==> src/rtl/pc_ctrl_pkg.sv <==
`default_nettype none
// +--------------------------------------------------------------------+
// | pc_ctrl_pkg                                                        |
// | Shared state encodings and redirect kinds for the PC write path.   |
// | Rev 1.0                                                            |
// +--------------------------------------------------------------------+
package pc_ctrl_pkg;

    typedef enum logic [1:0] {
        ST_BOOT = 2'd0,
        ST_RUN  = 2'd1,
        ST_HOLD = 2'd2
    } pc_state_t;

    localparam logic RD_JMP = 1'b0;
    localparam logic RD_BR  = 1'b1;

    localparam int unsigned INSTR_BYTES_DEF = 4;

endpackage
`default_nettype wire

==> src/rtl/pc_redirect_buf.sv <==
`default_nettype none
// +--------------------------------------------------------------------+
// | pc_redirect_buf                                                    |
// | Pending redirect held while the pipe is stalled.                   |
// | Rev 1.0                                                            |
// +--------------------------------------------------------------------+
module pc_redirect_buf
    import pc_ctrl_pkg::*;
#(
    parameter int WIDTH = 32
) (
    input  logic             Clk,
    input  logic             Rst,
    input  logic             clr,
    input  logic             ld_br,
    input  logic             ld_jmp,
    input  logic [WIDTH-1:0] br_target,
    input  logic [WIDTH-1:0] jmp_target,
    output logic             pend_valid,
    output logic [WIDTH-1:0] pend_target
);

    logic             r_valid;
    logic             r_kind;
    logic [WIDTH-1:0] r_target;

    // A branch is older than any jump, so a jump may only replace a jump.
    always_ff @(posedge Clk) begin
        if (Rst || clr) begin
            r_valid  <= 1'b0;
            r_kind   <= RD_JMP;
            r_target <= '0;
        end else if (ld_br) begin
            r_valid  <= 1'b1;
            r_kind   <= RD_BR;
            r_target <= br_target;
        end else if (ld_jmp && (!r_valid || r_kind == RD_JMP)) begin
            r_valid  <= 1'b1;
            r_kind   <= RD_JMP;
            r_target <= jmp_target;
        end
    end

    assign pend_valid  = r_valid;
    assign pend_target = r_target;

endmodule
`default_nettype wire

==> src/rtl/pc_write_ctrl.sv <==
`default_nettype none
// +--------------------------------------------------------------------+
// | pc_write_ctrl                                                      |
// | Next-PC / PC-enable arbitration: fetch, redirects, stalls, boot.   |
// | Rev 1.0                                                            |
// +--------------------------------------------------------------------+
module pc_write_ctrl
    import pc_ctrl_pkg::*;
#(
    parameter int WIDTH       = 32,
    parameter int INSTR_BYTES = INSTR_BYTES_DEF,
    parameter int BOOT_WAIT   = 2,
    parameter int CNT_W       = 16
) (
    input  logic             Clk,
    input  logic             Rst,
    input  logic [WIDTH-1:0] Pc_Cur,
    input  logic             Stall,
    input  logic             Br_Taken,
    input  logic [WIDTH-1:0] Br_Target,
    input  logic             Jmp,
    input  logic [WIDTH-1:0] Jmp_Target,
    output logic [WIDTH-1:0] Pc_Next,
    output logic             Pc_En,
    output logic             Flush_IF,
    output logic             Fetch_Valid,
    output logic [CNT_W-1:0] Stall_Cnt
);

    localparam int        c_BW     = (BOOT_WAIT > 1) ? $clog2(BOOT_WAIT + 1) : 1;
    localparam pc_state_t c_RST_ST = (BOOT_WAIT == 0) ? ST_RUN : ST_BOOT;

    pc_state_t        r_state;
    pc_state_t        w_state_nxt;
    logic [c_BW-1:0]  r_boot_cnt;
    logic             r_fetch_valid;
    logic [CNT_W-1:0] r_stall_cnt;
    logic [WIDTH-1:0] w_pc_inc;
    logic             w_ld_br;
    logic             w_ld_jmp;
    logic             w_clr;
    logic             w_pend_valid;
    logic [WIDTH-1:0] w_pend_target;

    assign w_pc_inc = Pc_Cur + WIDTH'(INSTR_BYTES);

    pc_redirect_buf #(
        .WIDTH (WIDTH)
    ) u_redirect_buf (
        .Clk         (Clk),
        .Rst         (Rst),
        .clr         (w_clr),
        .ld_br       (w_ld_br),
        .ld_jmp      (w_ld_jmp),
        .br_target   (Br_Target),
        .jmp_target  (Jmp_Target),
        .pend_valid  (w_pend_valid),
        .pend_target (w_pend_target)
    );

    always_ff @(posedge Clk) begin
        if (Rst) begin
            r_state <= c_RST_ST;
        end else begin
            r_state <= w_state_nxt;
        end
    end

    always_comb begin
        w_state_nxt = r_state;
        Pc_Next     = w_pc_inc;
        Pc_En       = 1'b0;
        Flush_IF    = 1'b0;
        w_ld_br     = 1'b0;
        w_ld_jmp    = 1'b0;
        w_clr       = 1'b0;
        if (!Rst) begin
            case (r_state)
                ST_BOOT: begin
                    if (r_boot_cnt <= c_BW'(1)) begin
                        w_state_nxt = ST_RUN;
                    end
                end
                ST_RUN: begin
                    if (Stall) begin
                        w_ld_br  = Br_Taken;
                        w_ld_jmp = Jmp;
                        if (Br_Taken || Jmp) begin
                            w_state_nxt = ST_HOLD;
                        end
                    end else begin
                        Pc_En = 1'b1;
                        if (Br_Taken) begin
                            Pc_Next  = Br_Target;
                            Flush_IF = 1'b1;
                        end else if (Jmp) begin
                            Pc_Next  = Jmp_Target;
                            Flush_IF = 1'b1;
                        end
                    end
                end
                ST_HOLD: begin
                    if (Stall) begin
                        w_ld_br  = Br_Taken;
                        w_ld_jmp = Jmp;
                    end else begin
                        // A fresh branch is older than the pending entry; a fresh
                        // jump is younger and dies in the flush.
                        Pc_En       = 1'b1;
                        Flush_IF    = 1'b1;
                        w_clr       = 1'b1;
                        w_state_nxt = ST_RUN;
                        if (Br_Taken) begin
                            Pc_Next = Br_Target;
                        end else if (w_pend_valid) begin
                            Pc_Next = w_pend_target;
                        end
                    end
                end
                default: begin
                    w_state_nxt = c_RST_ST;
                end
            endcase
        end
    end

    always_ff @(posedge Clk) begin
        if (Rst) begin
            r_boot_cnt <= c_BW'(BOOT_WAIT);
        end else if (r_state == ST_BOOT && r_boot_cnt > c_BW'(1)) begin
            r_boot_cnt <= r_boot_cnt - c_BW'(1);
        end
    end

    always_ff @(posedge Clk) begin
        if (Rst) begin
            r_fetch_valid <= 1'b0;
        end else if (w_state_nxt != ST_BOOT) begin
            r_fetch_valid <= 1'b1;
        end
    end

    always_ff @(posedge Clk) begin
        if (Rst) begin
            r_stall_cnt <= '0;
        end else if (r_state != ST_BOOT && !Pc_En && r_stall_cnt != '1) begin
            r_stall_cnt <= r_stall_cnt + CNT_W'(1);
        end
    end

    assign Fetch_Valid = r_fetch_valid;
    assign Stall_Cnt   = r_stall_cnt;

endmodule
`default_nettype wire

==> config.mk <==
export PLATFORM = sky130hd
export DESIGN_NAME = pc_write_ctrl
export DESIGN_NICKNAME = d
export VERILOG_FILES = /design/src/rtl/pc_ctrl_pkg.sv /design/src/rtl/pc_redirect_buf.sv /design/src/rtl/pc_write_ctrl.sv
export SDC_FILE = /design/constraint.sdc
export NUM_CORES = 1
export LEC_CHECK = 0
export ABC_CLOCK_PERIOD_IN_PS = 3170
export CAP_MARGIN = 20
export CORE_AREA = 4 4 78 134
export DETAILED_ROUTE_END_ITERATION = 10
export DIE_AREA = 0 0 82 138
export HOLD_SLACK_MARGIN = 0.15
export PLACE_DENSITY_LB_ADDON = 0.3
export SYNTH_ARGS = -nofsm -noshare
export SYNTH_HDL_FRONTEND = slang
export SYNTH_SLANG_ARGS = --single-unit
==> constraint.sdc <==
create_clock -name Clk -period 3.17 [get_ports Clk]
set_input_delay 0.317 -clock Clk [delete_from_list [all_inputs] [get_ports Clk]]
set_output_delay 0.317 -clock Clk [all_outputs]
set_load 0.01 [all_outputs]
After elaboration in Yosys (flattened, before gate mapping)
Cells that the tools add are included.
{"block": "totals", "ff_bits": 55, "elab_cells": 66, "inputBits": 101}
{"block": "classes", "n_reduce_logical": 14, "addsub": 3, "magnitude_cmp": 2, "n_eq_ne": 3, "bitwise_logic": 1, "n_mux": 36}
{"op": "$mux W32", "n": 9}
{"op": "$pmux W32 S2", "n": 1}
{"op": "$add A32 B3 Y32 const B", "n": 1}
{"op": "$mux W1", "n": 19}
{"op": "$add A16 B1 Y16 const B", "n": 1}
{"op": "$ne A16 B16 Y1 const B", "n": 1}
{"op": "$mux W2", "n": 5}
{"op": "$pmux W2 S3", "n": 1}
{"op": "$reduce_bool A2 Y1", "n": 3}
{"op": "$logic_and A1 B1 Y1", "n": 4}
{"op": "$logic_or A1 B1 Y1", "n": 3}
{"op": "$eq A2 B1 Y1 const B", "n": 1}
{"op": "$eq A2 B2 Y1 const B", "n": 1}
{"op": "$gt A2 B1 Y1 const B", "n": 1}
{"op": "$le A2 B1 Y1 const B", "n": 1}
{"op": "$logic_not A1 Y1", "n": 2}
{"op": "$logic_not A2 Y1", "n": 1}
{"op": "$pmux W1 S2", "n": 1}
{"op": "$reduce_or A2 Y1", "n": 1}
{"op": "$sub A2 B1 Y2 const B", "n": 1}
{"op": "$not A1 Y1", "n": 1}

Longest topological paths before layout
Gate-level depths: netlist of the first run.
{"block": "logic_depth", "word_depth": 7, "mapped_depth": 10, "ltp_nobuf": 7}

Modules after synthesis
A second synthesis of the first run with hierarchy kept.
{"block": "hier_totals", "hier_cells": 580, "hier_area_um2": 4654.5}
{"module": "pc_write_ctrl", "instances": 1, "cells_each": 426, "seq_area_each_um2": 420.4, "area_each_um2": 3015.4}
{"module": "pc_redirect_buf", "instances": 1, "cells_each": 154, "seq_area_each_um2": 680.7, "area_each_um2": 1639.1}

Least setup slack after synthesis of the first run
Ideal clock, no wire load.
{"block": "synth_path", "path_kind": "flip-flop to output port", "from": "register r_state[0]", "to": "output Pc_Next[16]", "n_path_buf": 1, "slack_ns": 0.961, "path_stages_with_launch": 8, "required_ns": 2.853, "arrival_ns": 1.892, "path_cell_list": "dfxtp_1 -> inv_1 -> ha_1 -> or3b_2 -> a21oi_1 -> buf_2 -> a21oi_1 -> o21ai_0"}
{"block": "synth_between", "elab_chain_cells": 3}
{"item": "start: declaration", "line": "pc_write_ctrl.sv:33", "source": "pc_state_t r_state;"}
{"item": "start signal: assignment", "line": "pc_write_ctrl.sv:63", "source": "r_state <= c_RST_ST;"}
{"item": "start signal: assignment", "line": "pc_write_ctrl.sv:65", "source": "r_state <= w_state_nxt;"}
{"item": "$eq A2 B2 Y1 / $eq A2 B1 Y1 (equally long branches)", "line": "pc_write_ctrl.sv:78", "source": "case (r_state)"}
{"item": "$pmux W32 S2 *", "line": "pc_write_ctrl.sv:78"}
{"item": "$mux W32 *", "line": "pc_write_ctrl.sv:77", "source": "if (!Rst) begin"}
{"item": "end: declaration", "line": "pc_write_ctrl.sv:23", "source": "output logic [WIDTH-1:0] Pc_Next,"}
Mark *: on every way between the ends. The rest lies on a longest branch, timed or not.

Final worst setup path of the first run
{"block": "layout_path", "from": "input Pc_Cur[13]", "to": "output Pc_Next[28]"}
{"block": "layout_between", "elab_chain_cells": 6}
{"item": "start: declaration", "line": "pc_write_ctrl.sv:17", "source": "input logic [WIDTH-1:0] Pc_Cur,"}
{"item": "$add A32 B3 Y32 *", "line": "pc_write_ctrl.sv:45", "source": "assign w_pc_inc = Pc_Cur + WIDTH'(INSTR_BYTES);"}
{"item": "$mux W32, on equally long branches", "line": "pc_write_ctrl.sv:115, pc_write_ctrl.sv:96"}
{"item": "$mux W32, on equally long branches", "line": "pc_write_ctrl.sv:113, pc_write_ctrl.sv:93"}
{"item": "$mux W32, on equally long branches", "line": "pc_write_ctrl.sv:103, pc_write_ctrl.sv:85"}
{"item": "$pmux W32 S2", "line": "pc_write_ctrl.sv:78"}
{"item": "$mux W32 *", "line": "pc_write_ctrl.sv:77"}
Marked as above.

==> metrics.txt, run 1 <==
status=finished clean; Leakage=2.235 nW; H-tree Lvls=2; drt wl/cell=19.86 um; count of different cell masters after synthesis=61; # DRC=0; CP max-delay cell=or4_4; maximum VDD drop=490.9 uV; share of the synthesized area in the top cell type=23.76%; HPWL Detailed=14020 um; Mapped Cells=665; total routed wirelength=18510 um; Worst-path clk slew=0.07 ns; vias in the first global route=6010; largest family of logic cells by synthesized area=compound AO/OA/AOI/OAI gates; Yosys top cell by area=dfxtp_1; clk_skew=0.002862 ns; Initial DRC Count=545; pin count of the biggest net entering global routing=42; Syn. warnings=0; CP Buf/Inv Count=2; post-route cell area=6579 sq um; final setup vio count=0; syn_area_per_cell=6.967 sq um; total track usage=32.64%; Setup CP Type=in2out; Antenna Nets Post-Route=0; final hold viol count=0; Initial Util=49.24%; simple-gate share of the synthesized area=30.06%; final core utilization=69.92%; Post-synth EDFFs=0; Mapped Area=4633 sq um; FFs w/ async S/R, synth=0%; WP data required=2.85 ns; CTS Sinks=55; Die Width=82 um; CTS tree=done; most common cell after layout, fill and taps aside=clkdlybuf4s50_1; Crit Path Max Fanout=10; pwr dens=416.3 nW/um^2; first-pass GRT wire length=29430 um; Die Span Y=138 um; fin crit share=97.36%; cell repeated most along the worst path=clkdlybuf4s50_1; placed cell areas=6396 sq um; drt first pass iters=5; Max-Cap Viols=0; nets@finish=917; total CTS buffers=5; site row count=47; Max Slew Vio Count=0; Worst slew margin=59.37%; complex-gate fraction of the synthesized area=30.87%; post-synthesis sequential area ratio=23.76%; register-to-register setup slack=0.59 ns; commonest cells after routing, fill and taps aside=149 x clkdlybuf4s50_1, 84 x a21oi_1, 75 x nand2_1; crit-path leading delay family=simple AND/OR/NAND/NOR gates; Worst path max stage delay=0.66 ns; CP cell instances=clkdlybuf4s50_1, nand3_2, or4_4, nor4_2, xnor2_1, o21ai_1, clkdlybuf4s50_1; DR vias=5831; core area=9409 sq um; die area=11320 sq um; Hold WC Path Type=reg2reg; XOR/XNOR Fraction of Synth Area=6.427%; vias per cell=6.256; flops & latches, synth=55; share of cells above drive strength 1=8.900%; Startpoint Class=primary input; main area contributors after synthesis=dfxtp_1 24%, a21oi_1 9.2%, nand2_1 6.2%, xnor2_1 5.1%, nor2_1 4.3%; GP Congestion=0.9411; CP Capture Type=output pin; # port buffers=151; IO Count=152; min Tclk post-route=3.086 ns; Synth Area in Adders=1.890%; clock latency on the worst-skew pair=0.30 ns; worst-margin pin slew=0.6031 ns; RSZ-0062 raised after global routing=true; clock buffer depth=2; P&R area growth vs syn=41.99%; Highest Clock Rate=0.3240 GHz; mux cell area share after synthesis=1.107%; WP data arrival=2.77 ns; ys flop type=dfxtp_1; initial antenna violation count=1; aggregate global routing overflow=0; syn nets=773; root buffer cell=clkbuf_16
power by group:
part | internal [mW] | switching [mW]
logic | 0.612 | 0.707
clock network | 0.369 | 0.255
registers | 0.750 | 0.0446
total | 1.73 | 1.01
synthesized netlist by cell type, drive strengths merged, types with 9 or more instances:
master and instances:
nor4 15, inv 13, o211ai 24, nor2b 9, a21oi 85, nor3 10
buf 16, nand2b 29, o21ai 40, dfxtp 55, o22ai 28, clkbuf 38
nand3 38, a22oi 9, nand2 76, xnor2 27, nand4 9, nor2 53
area by class of cell:
type / count / area [sq um]
antenna: 1 / 2.502
clock buffer: 6 / 128.9
clock inverter: 1 / 30.03
fill: 836 / 2830
inverter: 13 / 48.80
multi-input combinational: 543 / 3293
sequential: 55 / 1101
tap: 122 / 152.6
timing repair buffer: 191 / 1822
cells by family after synthesis:
kind of cell               after synthesis
muxes                                    5
AOI/OAI and AO/OA                      234
adders and majority gates                7
DFF                                     55
and+or+nand+nor                        263
buffers and inverters                   67
xor gates and xnor gates                34
registers in the layout, summed over array words and instances (netlist names):
signal                      cells
u_redirect_buf.pend_target     32
Stall_Cnt                      16
r_boot_cnt                      2
r_state                         2
Fetch_Valid                     1
u_redirect_buf.pend_valid       1
u_redirect_buf.r_kind           1
timing repair:
action,CTS,global route
buffers inserted,0,0
hold buffers,0,0
endpoints found under the setup margin,1,11
gates resized for setup,1,6
through the flow:
stage / hold slack (ns) / power, mW / TNS (ns) / setup slack [ns] / cells
2_1_floorplan: 0.4316 / 1.479 / 0 / 0.9607 / 665
3_3_place_gp: 0.4381 / 2.076 / 0 / 0.06657 / 924
3_5_place_dp: 0.4454 / 2.102 / 0 / 0.04166 / 924
4_1_cts: 0.4549 / 2.723 / 0 / 0.02705 / 931
5_1_grt: 0.4682 / 2.878 / -0.02273 / -0.01382 / 932
6_report: 0.4554 / 2.739 / 0 / 0.08378 / 932
path summary, 6_finish.rpt:
check	startpoint	to	depth (start not counted)
max	Pc_Cur[13]	Pc_Next[28]	7
min	u_redirect_buf.pend_target[12]	u_redirect_buf.pend_target[12]	2
max reg2reg	r_state[0]	Stall_Cnt[11]	7
min reg2reg	u_redirect_buf.pend_target[12]	u_redirect_buf.pend_target[12]	2
layer usage:
layer	global-route usage, %	vias up	wire length (um)
met5	0	-	0
met3	5.664	70	1342
met4	19.79	0	969
met1	35.69	2736	6606
li1	-	2718	-
met2	56.29	307	9595
tightest hold or removal path: cells and delay by family, from the launching register on:
kind / cells / cell delay (ns)
flip-flops: 1 / 0.31
AND/OR/NAND/NOR: 1 / 0.05
AO/OA/AOI/OAI: 1 / 0.05
Note: power is estimated with default switching activity, not from simulation.
==> run 2: changes to the inputs <==
--- a/config.mk
+++ b/config.mk
@@ -5,7 +5,7 @@
 export SDC_FILE = /design/constraint.sdc
 export NUM_CORES = 1
 export LEC_CHECK = 0
-export ABC_CLOCK_PERIOD_IN_PS = 3170
+export ABC_CLOCK_PERIOD_IN_PS = 3970
 export CAP_MARGIN = 20
 export CORE_AREA = 4 4 78 134
 export DETAILED_ROUTE_END_ITERATION = 10
==> constraint.sdc (replaced) <==
create_clock -name Clk -period 3.97 [get_ports Clk]
set_input_delay 0.397 -clock Clk [delete_from_list [all_inputs] [get_ports Clk]]
set_output_delay 0.397 -clock Clk [all_outputs]
set_load 0.01 [all_outputs]
==> run 2 against run 1 <==
Setup slack better by 0.41 ns. Clock skew is 0.0019 ns higher. Via count is 0.57% higher. Die area stayed put. Clock-buffer cell count stayed put. Final area is 2.0% lower. Core utilization is 1.4 points lower. Total power is 18% lower. Flip-flop and latch count stayed put. Clock power is 8.8% lower.
==> metrics.txt, run 2 (synthesis results as in run 1) <==
DP Worst Slack=0.6136 ns (was 0.04166 ns); Worst slew margin=34.81% (was 59.37%); final hold viol count=0 (unchanged); IO Count=152 (unchanged); Startpoint Class=flop (was primary input); total CTS buffers=5 (unchanged); Max-Cap Viols=0 (unchanged); WP data required=3.57 ns (was 2.85 ns); total track usage=30.90% (was 32.64%); Hold WC Path Type=reg2reg (unchanged); Reg2Reg Depth=8 (was 7); fin crit share=87.60%; final setup vio count=0 (unchanged); Largest register FFs=32 (unchanged); Initial DRC Count=642 (was 545); drt wl/cell=19.33 um (was 19.86 um); CP Capture Type=output pin (unchanged); nets@finish=898 (was 917); min Tclk post-route=3.478 ns; hold-critical path depth=2 (unchanged); aggregate global routing overflow=0 (unchanged); vias in the first global route=5810 (was 6010); H-tree Lvls=2 (unchanged); Setup CP Type=reg2out (was in2out); fillers=805 (was 836); P&R area growth vs syn=39.21% (was 41.99%); n_diodes=0 (was 1); Leakage=2.155 nW (was 2.235 nW); commonest cells after routing, fill and taps aside=150 x clkdlybuf4s50_1, 85 x a21oi_1, 76 x nand2_1 (was 149 x clkdlybuf4s50_1, 84 x a21oi_1, 75 x nand2_1); Crit Path Max Fanout=11 (was 10); site row count=47 (unchanged); Final Instance Count excl. Fillers=913 (was 932); register-to-register setup slack=0.99 ns (was 0.59 ns); clock latency on the worst-skew pair=0.30 ns (about the same); drt first pass iters=5 (unchanged); status=finished clean (unchanged); Die Width=82 um (unchanged); DR vias=5864 (was 5831); Worst-path clk slew=0.07 ns (about the same); Highest Clock Rate=0.2876 GHz; core area=9409 sq um (unchanged); Initial Util=49.24% (unchanged); Max Slew Vio Count=0 (unchanged); initial antenna violation count=0 (was 1); first-pass GRT wire length=28080 um (was 29430 um); clk_skew=0.004795 ns (was 0.002862 ns); pwr dens=346.5 nW/um^2 (was 416.3 nW/um^2); total routed wirelength=17650 um (was 18510 um); setup bufs post-CTS=0 (unchanged); CTS tree=done (unchanged); most common cell after layout, fill and taps aside=clkdlybuf4s50_1 (unchanged); CTS Hold Bufs=0 (unchanged); # port buffers=151 (unchanged); placed cell areas=6233 sq um (was 6396 sq um); clock buffer depth=2 (unchanged); post-route cell area=6450 sq um (was 6579 sq um); GP Congestion=0.9717 (was 0.9411); placed cell count=904 (was 924); Antenna Nets Post-Route=0 (unchanged); # DRC=0 (unchanged); die area=11320 sq um (unchanged); root buffer cell=clkbuf_16 (unchanged); RSZ-0062 raised after global routing=false (was true); vias per cell=6.423 (was 6.256); share of cells above drive strength 1=6.068% (was 8.900%); Die Span Y=138 um (unchanged); WP data arrival=3.08 ns (was 2.77 ns); setup TNS=0 ns (unchanged); HPWL Detailed=13260 um (was 14020 um); CTS Sinks=55 (unchanged); pin count of the biggest net entering global routing=47 (was 42); Final WS setup=0.4924 ns (was 0.08378 ns); post_cts resized=0 (was 1); worst-margin pin slew=0.9754 ns (was 0.6031 ns); maximum VDD drop=345.8 uV (was 490.9 uV)
==> run 2: changes by cell type in the layout (fill, tap and decap cells not counted), sizes merged <==
cell	delta
buf	-19
bufinv	+1
clkdlybuf4s50	+1
diode	-1
dlymetal6s2s	-1
==> run 2: per-layer routing <==
layer	up-vias	wire (um)	track usage (%)
li1	2694	-	-
met1	2656	6056	34.23
met2	425	8814	51.77
met3	89	1638	6.250
met4	0	1135	19.70
met5	-	0	0
==> run 2: power breakdown <==
group,internal [mW],total [mW],switching [mW]
logic,0.473,1.03,0.558
registers,0.599,0.635,0.0356
clock network,0.362,0.569,0.207
total,1.43,2.23,0.800
==> run 2: worst max-delay path: stages (launching register included) <==
cell             delay [ns]
dfxtp_1                0.35
inv_1                  0.09
ha_1                   0.38
or3b_2                 0.57
nand2_1                0.38
a311o_1                0.26
a31oi_1                0.04
o22ai_1                0.16
clkdlybuf4s50_1        0.56
==> run 2: layout make-up <==
type                       count  area (sq um)  area share [%]
multi-input combinational    543          3274           50.77
timing repair buffer         172          1684           26.11
sequential                    55          1101           17.07
tap                          122         152.6           2.367
clock buffer                   6         128.9           1.998
clock inverter                 2         60.06          0.9311
inverter                      13         48.80          0.7565
==> run 2: final timing paths <==
check | from | endpoint
max reg2reg | r_state[0] | u_redirect_buf.pend_target[4]
min | u_redirect_buf.pend_target[19] | u_redirect_buf.pend_target[19]
max | r_state[0] | Pc_Next[21]
min reg2reg | u_redirect_buf.pend_target[19] | u_redirect_buf.pend_target[19]
==> run 2: stage by stage <==
| stage | hold WS [ns] | util (%) | power, mW |
|---|---|---|---|
| 2_1_floorplan | 0.4316 | - | 1.181 |
| 3_3_place_gp | 0.4378 | 66.25 | 1.625 |
| 3_5_place_dp | 0.4436 | 66.25 | 1.653 |
| 4_1_cts | 0.4534 | 68.26 | 2.216 |
| 5_1_grt | 0.4788 | 68.55 | 2.353 |
| 6_report | 0.4562 | 68.55 | 2.235 |
